[src/rtl/arm_multicycle_controller.sv]
// -----------------------------------------------------------------------------
// arm_multicycle_controller
//
// Control unit for a multicycle ARM core built around one memory port, one ALU
// and one register file. A main FSM walks each instruction through fetch,
// decode, address, memory, execute, writeback and branch phases. The block
// also holds the NZCV flag register and the latched condition result
// (CondExR), and it gates all architectural write enables with that result.
//
// Ports
//   clk        : system clock, rising edge
//   rst        : asynchronous active-low reset
//   Cond       : instruction [31:28] condition field
//   Op         : instruction [27:26] major opcode
//   Funct      : instruction [25:20]; [5]=I, [4:1]=cmd, [0]=S/L
//   Rd         : instruction [15:12] destination register
//   ALUFlags   : {N,Z,C,V} produced by the ALU this cycle
//   PCWrite    : PC write enable
//   MemWrite   : data memory write enable
//   RegWrite   : register file write enable
//   IRWrite    : instruction register write enable
//   AdrSrc     : memory address select (0=PC, 1=ALU result register)
//   ALUSrcA    : ALU A select (0=register A, 1=PC)
//   ALUSrcB    : ALU B select
//   ResultSrc  : result bus select
//   ImmSrc     : immediate extension format
//   RegSrc     : register read address selects
//   ALUControl : 00 ADD, 01 SUB, 10 AND, 11 ORR
//   Flags      : registered NZCV
//   State      : current FSM state (debug)
// -----------------------------------------------------------------------------
module arm_multicycle_controller (
    input  logic       clk,
    input  logic       rst,
    input  logic [3:0] Cond,
    input  logic [1:0] Op,
    input  logic [5:0] Funct,
    input  logic [3:0] Rd,
    input  logic [3:0] ALUFlags,
    output logic       PCWrite,
    output logic       MemWrite,
    output logic       RegWrite,
    output logic       IRWrite,
    output logic       AdrSrc,
    output logic       ALUSrcA,
    output logic [1:0] ALUSrcB,
    output logic [1:0] ResultSrc,
    output logic [1:0] ImmSrc,
    output logic [1:0] RegSrc,
    output logic [1:0] ALUControl,
    output logic [3:0] Flags,
    output logic [3:0] State
);

    localparam logic [3:0] S_FETCH  = 4'd0;
    localparam logic [3:0] S_DECODE = 4'd1;
    localparam logic [3:0] S_MEMADR = 4'd2;
    localparam logic [3:0] S_MEMRD  = 4'd3;
    localparam logic [3:0] S_MEMWB  = 4'd4;
    localparam logic [3:0] S_MEMWR  = 4'd5;
    localparam logic [3:0] S_EXECR  = 4'd6;
    localparam logic [3:0] S_EXECI  = 4'd7;
    localparam logic [3:0] S_ALUWB  = 4'd8;
    localparam logic [3:0] S_BRANCH = 4'd9;

    localparam logic [3:0] CMD_AND = 4'b0000;
    localparam logic [3:0] CMD_SUB = 4'b0010;
    localparam logic [3:0] CMD_ADD = 4'b0100;
    localparam logic [3:0] CMD_CMP = 4'b1010;
    localparam logic [3:0] CMD_ORR = 4'b1100;

    logic [3:0] state_q, state_d;
    logic [3:0] flags_q, flags_d;
    logic       condex_q, condex_d;

    logic [3:0] cmd;
    logic       s_bit;
    logic       is_cmp;

    // Raw (ungated) controls from the output decoder
    logic       reg_w;
    logic       mem_w;
    logic       branch;
    logic       alu_op;
    logic       ir_w;
    logic       fetch_pc;

    logic [1:0] alu_ctl;
    logic [1:0] flag_w;
    logic [1:0] flag_write;
    logic       dp_reg_w;
    logic       cond_pass;
    logic       n_f, z_f, c_f, v_f;
    logic       regw_eligible;

    assign cmd    = Funct[4:1];
    assign s_bit  = Funct[0];
    assign is_cmp = (cmd == CMD_CMP);

    // ------------------------------------------------------------------
    // State, flag and condition registers
    // ------------------------------------------------------------------
    always_ff @(posedge clk or negedge rst) begin
        if (!rst) begin
            state_q  <= S_FETCH;
            flags_q  <= 4'b0000;
            condex_q <= 1'b0;
        end else begin
            state_q  <= state_d;
            flags_q  <= flags_d;
            condex_q <= condex_d;
        end
    end

    // ------------------------------------------------------------------
    // Next-state logic
    // ------------------------------------------------------------------
    always_comb begin
        state_d = S_FETCH;
        case (state_q)
            S_FETCH:  state_d = S_DECODE;
            S_DECODE: begin
                case (Op)
                    2'b00:   state_d = Funct[5] ? S_EXECI : S_EXECR;
                    2'b01:   state_d = S_MEMADR;
                    2'b10:   state_d = S_BRANCH;
                    default: state_d = S_FETCH;
                endcase
            end
            S_MEMADR: state_d = Funct[0] ? S_MEMRD : S_MEMWR;
            S_MEMRD:  state_d = S_MEMWB;
            S_EXECR:  state_d = S_ALUWB;
            S_EXECI:  state_d = S_ALUWB;
            default:  state_d = S_FETCH;   // MEMWB, MEMWR, ALUWB, BRANCH, illegal codes
        endcase
    end

    // ------------------------------------------------------------------
    // Per-state output decode
    // ------------------------------------------------------------------
    always_comb begin
        ir_w      = 1'b0;
        fetch_pc  = 1'b0;
        reg_w     = 1'b0;
        mem_w     = 1'b0;
        branch    = 1'b0;
        alu_op    = 1'b0;
        AdrSrc    = 1'b0;
        ALUSrcA   = 1'b0;
        ALUSrcB   = 2'b00;
        ResultSrc = 2'b00;
        case (state_q)
            S_FETCH: begin
                ir_w      = 1'b1;
                fetch_pc  = 1'b1;
                ALUSrcA   = 1'b1;
                ALUSrcB   = 2'b10;
                ResultSrc = 2'b10;
            end
            S_DECODE: begin
                ALUSrcA   = 1'b1;
                ALUSrcB   = 2'b10;
                ResultSrc = 2'b10;
            end
            S_MEMADR: ALUSrcB = 2'b01;
            S_MEMRD:  AdrSrc  = 1'b1;
            S_MEMWB: begin
                ResultSrc = 2'b01;
                reg_w     = 1'b1;
            end
            S_MEMWR: begin
                AdrSrc = 1'b1;
                mem_w  = 1'b1;
            end
            S_EXECR: alu_op = 1'b1;
            S_EXECI: begin
                ALUSrcB = 2'b01;
                alu_op  = 1'b1;
            end
            S_ALUWB: reg_w = dp_reg_w;
            S_BRANCH: begin
                ALUSrcB   = 2'b01;
                ResultSrc = 2'b10;
                branch    = 1'b1;
            end
            default: ;
        endcase
    end

    // ------------------------------------------------------------------
    // ALU decode. dp_reg_w is the writeback permission for ALUWB: only the
    // four result-producing commands write the register file.
    // ------------------------------------------------------------------
    always_comb begin
        alu_ctl  = 2'b00;
        flag_w   = 2'b00;
        dp_reg_w = 1'b0;
        case (cmd)
            CMD_ADD: begin alu_ctl = 2'b00; flag_w = {2{s_bit}};    dp_reg_w = 1'b1; end
            CMD_SUB: begin alu_ctl = 2'b01; flag_w = {2{s_bit}};    dp_reg_w = 1'b1; end
            CMD_AND: begin alu_ctl = 2'b10; flag_w = {s_bit, 1'b0}; dp_reg_w = 1'b1; end
            CMD_ORR: begin alu_ctl = 2'b11; flag_w = {s_bit, 1'b0}; dp_reg_w = 1'b1; end
            CMD_CMP: begin alu_ctl = 2'b01; flag_w = 2'b11; end
            default: ;
        endcase
    end

    assign ALUControl = alu_op ? alu_ctl : 2'b00;
    assign flag_write = (alu_op ? flag_w : 2'b00) & {2{condex_q}};

    // ------------------------------------------------------------------
    // Condition check against the flag register
    // ------------------------------------------------------------------
    assign {n_f, z_f, c_f, v_f} = flags_q;

    always_comb begin
        cond_pass = 1'b0;
        case (Cond)
            4'b0000: cond_pass = z_f;
            4'b0001: cond_pass = ~z_f;
            4'b0010: cond_pass = c_f;
            4'b0011: cond_pass = ~c_f;
            4'b0100: cond_pass = n_f;
            4'b0101: cond_pass = ~n_f;
            4'b0110: cond_pass = v_f;
            4'b0111: cond_pass = ~v_f;
            4'b1000: cond_pass = c_f & ~z_f;
            4'b1001: cond_pass = ~c_f | z_f;
            4'b1010: cond_pass = (n_f == v_f);
            4'b1011: cond_pass = (n_f != v_f);
            4'b1100: cond_pass = ~z_f & (n_f == v_f);
            4'b1101: cond_pass = z_f | (n_f != v_f);
            4'b1110: cond_pass = 1'b1;
            default: cond_pass = 1'b0;
        endcase
    end

    // The check result is captured only while decoding, so flags written in
    // EXECR/EXECI cannot change the decision for the same instruction's ALUWB.
    assign condex_d = (state_q == S_DECODE) ? cond_pass : condex_q;

    // Flag register halves: [1] covers N,Z and [0] covers C,V.
    for (genvar gi = 0; gi < 2; gi++) begin : g_flag_half
        assign flags_d[2*gi+1 -: 2] = flag_write[gi] ? ALUFlags[2*gi+1 -: 2]
                                                     : flags_q[2*gi+1 -: 2];
    end

    // ------------------------------------------------------------------
    // Gated enables. Every write enable is held low while reset is asserted,
    // which also masks the FETCH enables of the reset state.
    // ------------------------------------------------------------------
    assign regw_eligible = (state_q == S_MEMWB) | ((state_q == S_ALUWB) & ~is_cmp);

    assign IRWrite  = rst & ir_w;
    assign RegWrite = rst & reg_w & condex_q;
    assign MemWrite = rst & mem_w & condex_q;
    assign PCWrite  = rst & (fetch_pc |
                             (condex_q & (branch | (regw_eligible & (Rd == 4'd15)))));

    assign ImmSrc = Op;
    assign RegSrc = {(Op == 2'b01), (Op == 2'b10)};
    assign Flags  = flags_q;
    assign State  = state_q;

endmodule

[config.mk]
export PLATFORM = sky130hd
export DESIGN_NAME = arm_multicycle_controller
export DESIGN_NICKNAME = d
export VERILOG_FILES = /design/src/rtl/arm_multicycle_controller.sv
export SDC_FILE = /design/constraint.sdc
export NUM_CORES = 1
export LEC_CHECK = 0
export ABC_CLOCK_PERIOD_IN_PS = 3950
export BUFFER_PORTS_ARGS = -buffer_cell sky130_fd_sc_hd__clkbuf_2
export CAP_MARGIN = 20
export CELL_PAD_IN_SITES_DETAIL_PLACEMENT = 0
export CELL_PAD_IN_SITES_GLOBAL_PLACEMENT = 1
export CORE_MARGIN = 1.5
export CORE_UTILIZATION = 33
export DETAILED_ROUTE_END_ITERATION = 16
export GPL_ROUTABILITY_DRIVEN = 0
export HOLD_SLACK_MARGIN = 0.03
export PLACE_DENSITY = 0.79
export SLEW_MARGIN = 30
export SYNTH_ARGS = -nofsm -noshare
export SYNTH_HDL_FRONTEND = slang
export SYNTH_SLANG_ARGS = --single-unit
[constraint.sdc]
create_clock -name clk -period 3.95 [get_ports clk]
set_input_delay 0.79 -clock clk [delete_from_list [all_inputs] [get_ports clk]]
set_output_delay 0.79 -clock clk [all_outputs]
set_load 0.05 [all_outputs]
After elaboration in Yosys (flattened, before gate mapping) --
Index checks and enable logic that the tools add are counted.
Cells by class: bitwise gates (word level) 22, multiplexer cells 19, reduce and logical (&&, ||, !) cells 13, eq/ne operators 32
Operator list (number):
- $eq 4x4->1 const B | 12
- $eq 4x3->1 const B | 9
- $eq 4x2->1 const B | 5
- $pmux 4 s5 | 1
- $pmux 1 s15 | 1
- $logic_not 4->1 | 3
- $pmux 2 s3 | 2
- $pmux 4 s3 | 1
- $reduce_or 2->1 | 6
- $and 1x1->1 | 11
- $eq 4x1->1 const B | 2
- $mux 1 | 8
- $pmux 2 s2 | 2
- $reduce_or 3->1 | 2
- $not 1->1 | 5
- $or 1x1->1 | 5
- $mux 2 | 2
- $reduce_or 4->1 | 1
- $mux 3 | 1
- $and 2x2->2 | 1
- $eq 2x1->1 const B | 1
- $eq 2x2->1 const B | 1
- $logic_not 2->1 | 1
- $pmux 1 s2 | 1
- other kinds (2) | 2
Storage, ports and cells: bits of input ports 22, word-level logic and storage cells 90, bits in registers 9

Longest topological paths before layout --
word-level depth 9, gate-level depth with buffers 5, depth with buffers taken out 4

Worst setup path after synthesis --
Ideal clock, no wire load.
path kind input to output, from input Funct[2], to output RegWrite, path slack -0.489 ns, data arrival time 3.649 ns, stages 4, cell sequence buf_2 a21oi_1 nand3b_1 a2111oi_0
Between the ends: longest elaborated chain between the ends 6
RTL lines:
- from (decl) | line 37 | input logic [5:0] Funct,
- $eq 4x4->1 (tied with other cells) | line 198 | case (cmd)
- $reduce_or 4->1 (no line) (*)
- $mux 1 (*) | line 198
- $pmux 1 s2 (*) | line 152 | case (state_q)
- $and 1x1->1 (*) (2 in a row) | line 255 | assign RegWrite = rst & reg_w & condex_q;
- to (decl) | line 42 | output logic RegWrite,
Every way passes the cells marked *; elsewhere a longest branch is shown, timed or not.

Worst setup path after layout --
from register state_q[3], in the netlist State[3], to output RegWrite
Between the ends: longest elaborated chain between the ends 4
RTL lines:
- from (decl) | line 72 | logic [3:0] state_q, state_d;
- from (signal assigned) | line 109 | state_q <= state_d;
- $eq 4x4->1 / $eq 4x3->1 (equally long branches) | line 152
- $pmux 1 s2 (*) | line 152
- $and 1x1->1 (*) (2 in a row) | line 255
Marks and branches as above.

==> run summary <==
Worst EP required: 3.16 ns
Pre-Repair DR Iteration Count: 5
Main synth FF type: dfrtp_1
async set-reset flop share out of synthesis: 1.00
Slew @ Worst Pin: 0.499 ns
Layout Skew: 0.00415 ns
commonest non-fill, non-tap cell in the layout: clkbuf_2
Crit Path Class: reg -> out
syn nets: 138
H-tree Lvls: 1
n_diodes: 0
total core area: 0.00254 sq mm
Total GRT Usage: 0.146
number of synthesized flops with an enable pin: 0
final wirelength: 2.33 mm
Achievable Freq: 357 MHz
P&R area growth vs syn: 26.2%
CTS root buf: clkbuf_4
post-synthesis instance area: 916 sq um
post-route minimum period: 2.80 ns
sequential area share after synthesis: 0.246
CTS Hold Bufs: 0
post-CTS setup buffers: 0
max cap viols: 0
die area: 0.00310 sq mm
post-synth top area share: 0.246
syn avg cell area: 7.90 sq um
Leakage: 0.000543 uW
Worst EP arrival: 2.01 ns
clock latency on the worst-skew pair: 0.26 ns
status: completed
largest cells by area after synthesis: dfrtp_1, nor3_1, mux2_1, nor2b_1, nand2_1
routed vias: 1003
Reg clk slew, reported paths: 0.06 ns
Netlist cell types: 44
overall power: 1010 uW
Final #Nets: 178
Synth Register Bits: 9
worst setup margin: 1.15 ns
Die Wd: 55.7 microns
Mapped Cells: 116
Post-Place Setup Slack: 1.22 ns
Die Y: 55.7 microns
Setup crit end kind: primary output
vias in the first global route: 872
crit-path max FO: 17
Final Setup Violations: 0
P per Cell Area: 870 mW/mm^2
clk buf depth: 2
Placed Instances: 181
CTS tree: done
PortBufs: 45
Hold Violations, Final: 0
Slew Limit Fails: 0
Slew HR: 0.667
DR vias/cell: 5.42
CTS buffer count: 3
dpl hpwl: 1.78 mm
maximum vdd drop: 0.000893 V
share of the clock period used by the worst path: 0.709
post-synth top area cell: dfrtp_1
Post-Layout Cell Count: 185
Initial Util: 0.360
CP startpoint kind: flip-flop
layout cells sized above 1: 0.342
Setup Total Neg Slack: 0 ns
initial antenna violation count: 0
clock sink count: 9
unrepaired setup endpoints after global routing: false
pin count of the biggest net entering global routing: 18
cts repair resizes: 0
DRC: 0
most frequent cells in the layout: clkbuf_2, nor3_1, dfrtp_1, nand2_1, nor2_1
Post-DRT Antenna Nets: 0
I/O Pins: 46
Layout Utilization: 0.454
Initial DRC Count: 21
GR Overflow Total: 0
Core Rows: 18
Ys Warns: 0
global-route wire length before repair: 3.81 mm
drt wl/cell: 12.6 microns
Hold WC Path Type: in -> async
[Yosys cell counts, types with 2 or more instances]
| master | instances |
|---|---|
| nand2_1 | 8 |
| nor4bb_1 | 2 |
| buf_2 | 4 |
| nor3b_1 | 2 |
| nand3b_1 | 3 |
| nand3_1 | 4 |
| o21ai_1 | 2 |
| inv_1 | 4 |
| a21boi_0 | 2 |
| nor2b_1 | 5 |
| xor2_1 | 3 |
| o21ai_0 | 4 |
| mux2_1 | 4 |
| o22ai_1 | 2 |
| clkbuf_1 | 4 |
| nor2_1 | 6 |
| dfrtp_1 | 9 |
| xnor2_1 | 3 |
| nor3_1 | 11 |
| nand2b_1 | 4 |
| buf_4 | 2 |
| a21oi_1 | 5 |
| mux2i_1 | 2 |
[area by class of cell]
cell class	count	area, sq um
inverter	4	15.0
sequential	9	225
multi-input combinational	93	627
clock buffer	4	26.3
fill	271	1390
timing repair buffer	45	225
tap	30	37.5
[where the power goes]
part | switching (uW) | internal (uW)
clock | 31.7 | 38.9
combinational | 500 | 193
sequential | 110 | 131
[stage by stage]
step	hold slack (ns)	area, sq um
after floorplan	0.494	917
after CTS	0.406	1160
final	0.397	1160
after global placement	0.562	1130
after detailed placement	0.573	1130
after global routing	0.414	1160
[state kept, by name, indices dropped and copies added (netlist names)]
register / flops
State: 4
Flags: 4
condex_q: 1
[layer usage]
metal	track usage	up-vias	wire, microns
met3	0.0442	0	130
li1	-	506	-
met5	0	-	0
met1	0.200	467	1100
met4	0.0105	0	0
met2	0.238	30	1100
[final timing paths]
kind                       depth (start not counted)  startpoint  endpoint  slack [ns]
max reg2reg                                        4    State[2]  Flags[1]        2.07
max                                                4    State[3]  RegWrite        1.15
min reg2reg                                        1    Flags[1]  Flags[1]        0.58
max in group asynchronous                          1         rst  State[2]        3.33
min                                                1         rst  State[3]        0.40
min in group clk                                   1    Flags[1]  Flags[1]        0.58
[logic make-up (layout without fill, tap and decap cells)]
kind of cell / after synthesis / count (layout) / share of synthesized area
xor gates and xnor gates: 6 / 6 / 0.0574
buffers and inverters: 14 / 53 / 0.0710
muxes: 6 / 6 / 0.0710
and+or+nand+nor: 55 / 55 / 0.362
AOI/OAI and AO/OA: 26 / 26 / 0.193
DFF: 9 / 9 / 0.246
[worst max-delay path, cell delays in order, from the launching register on]
cell,delay (ns)
dfrtp_1,0.65
nand2b_1,0.18
nand3b_1,0.20
a2111oi_1,0.38
clkbuf_2,0.34
Power figures use the tool's default switching activity.
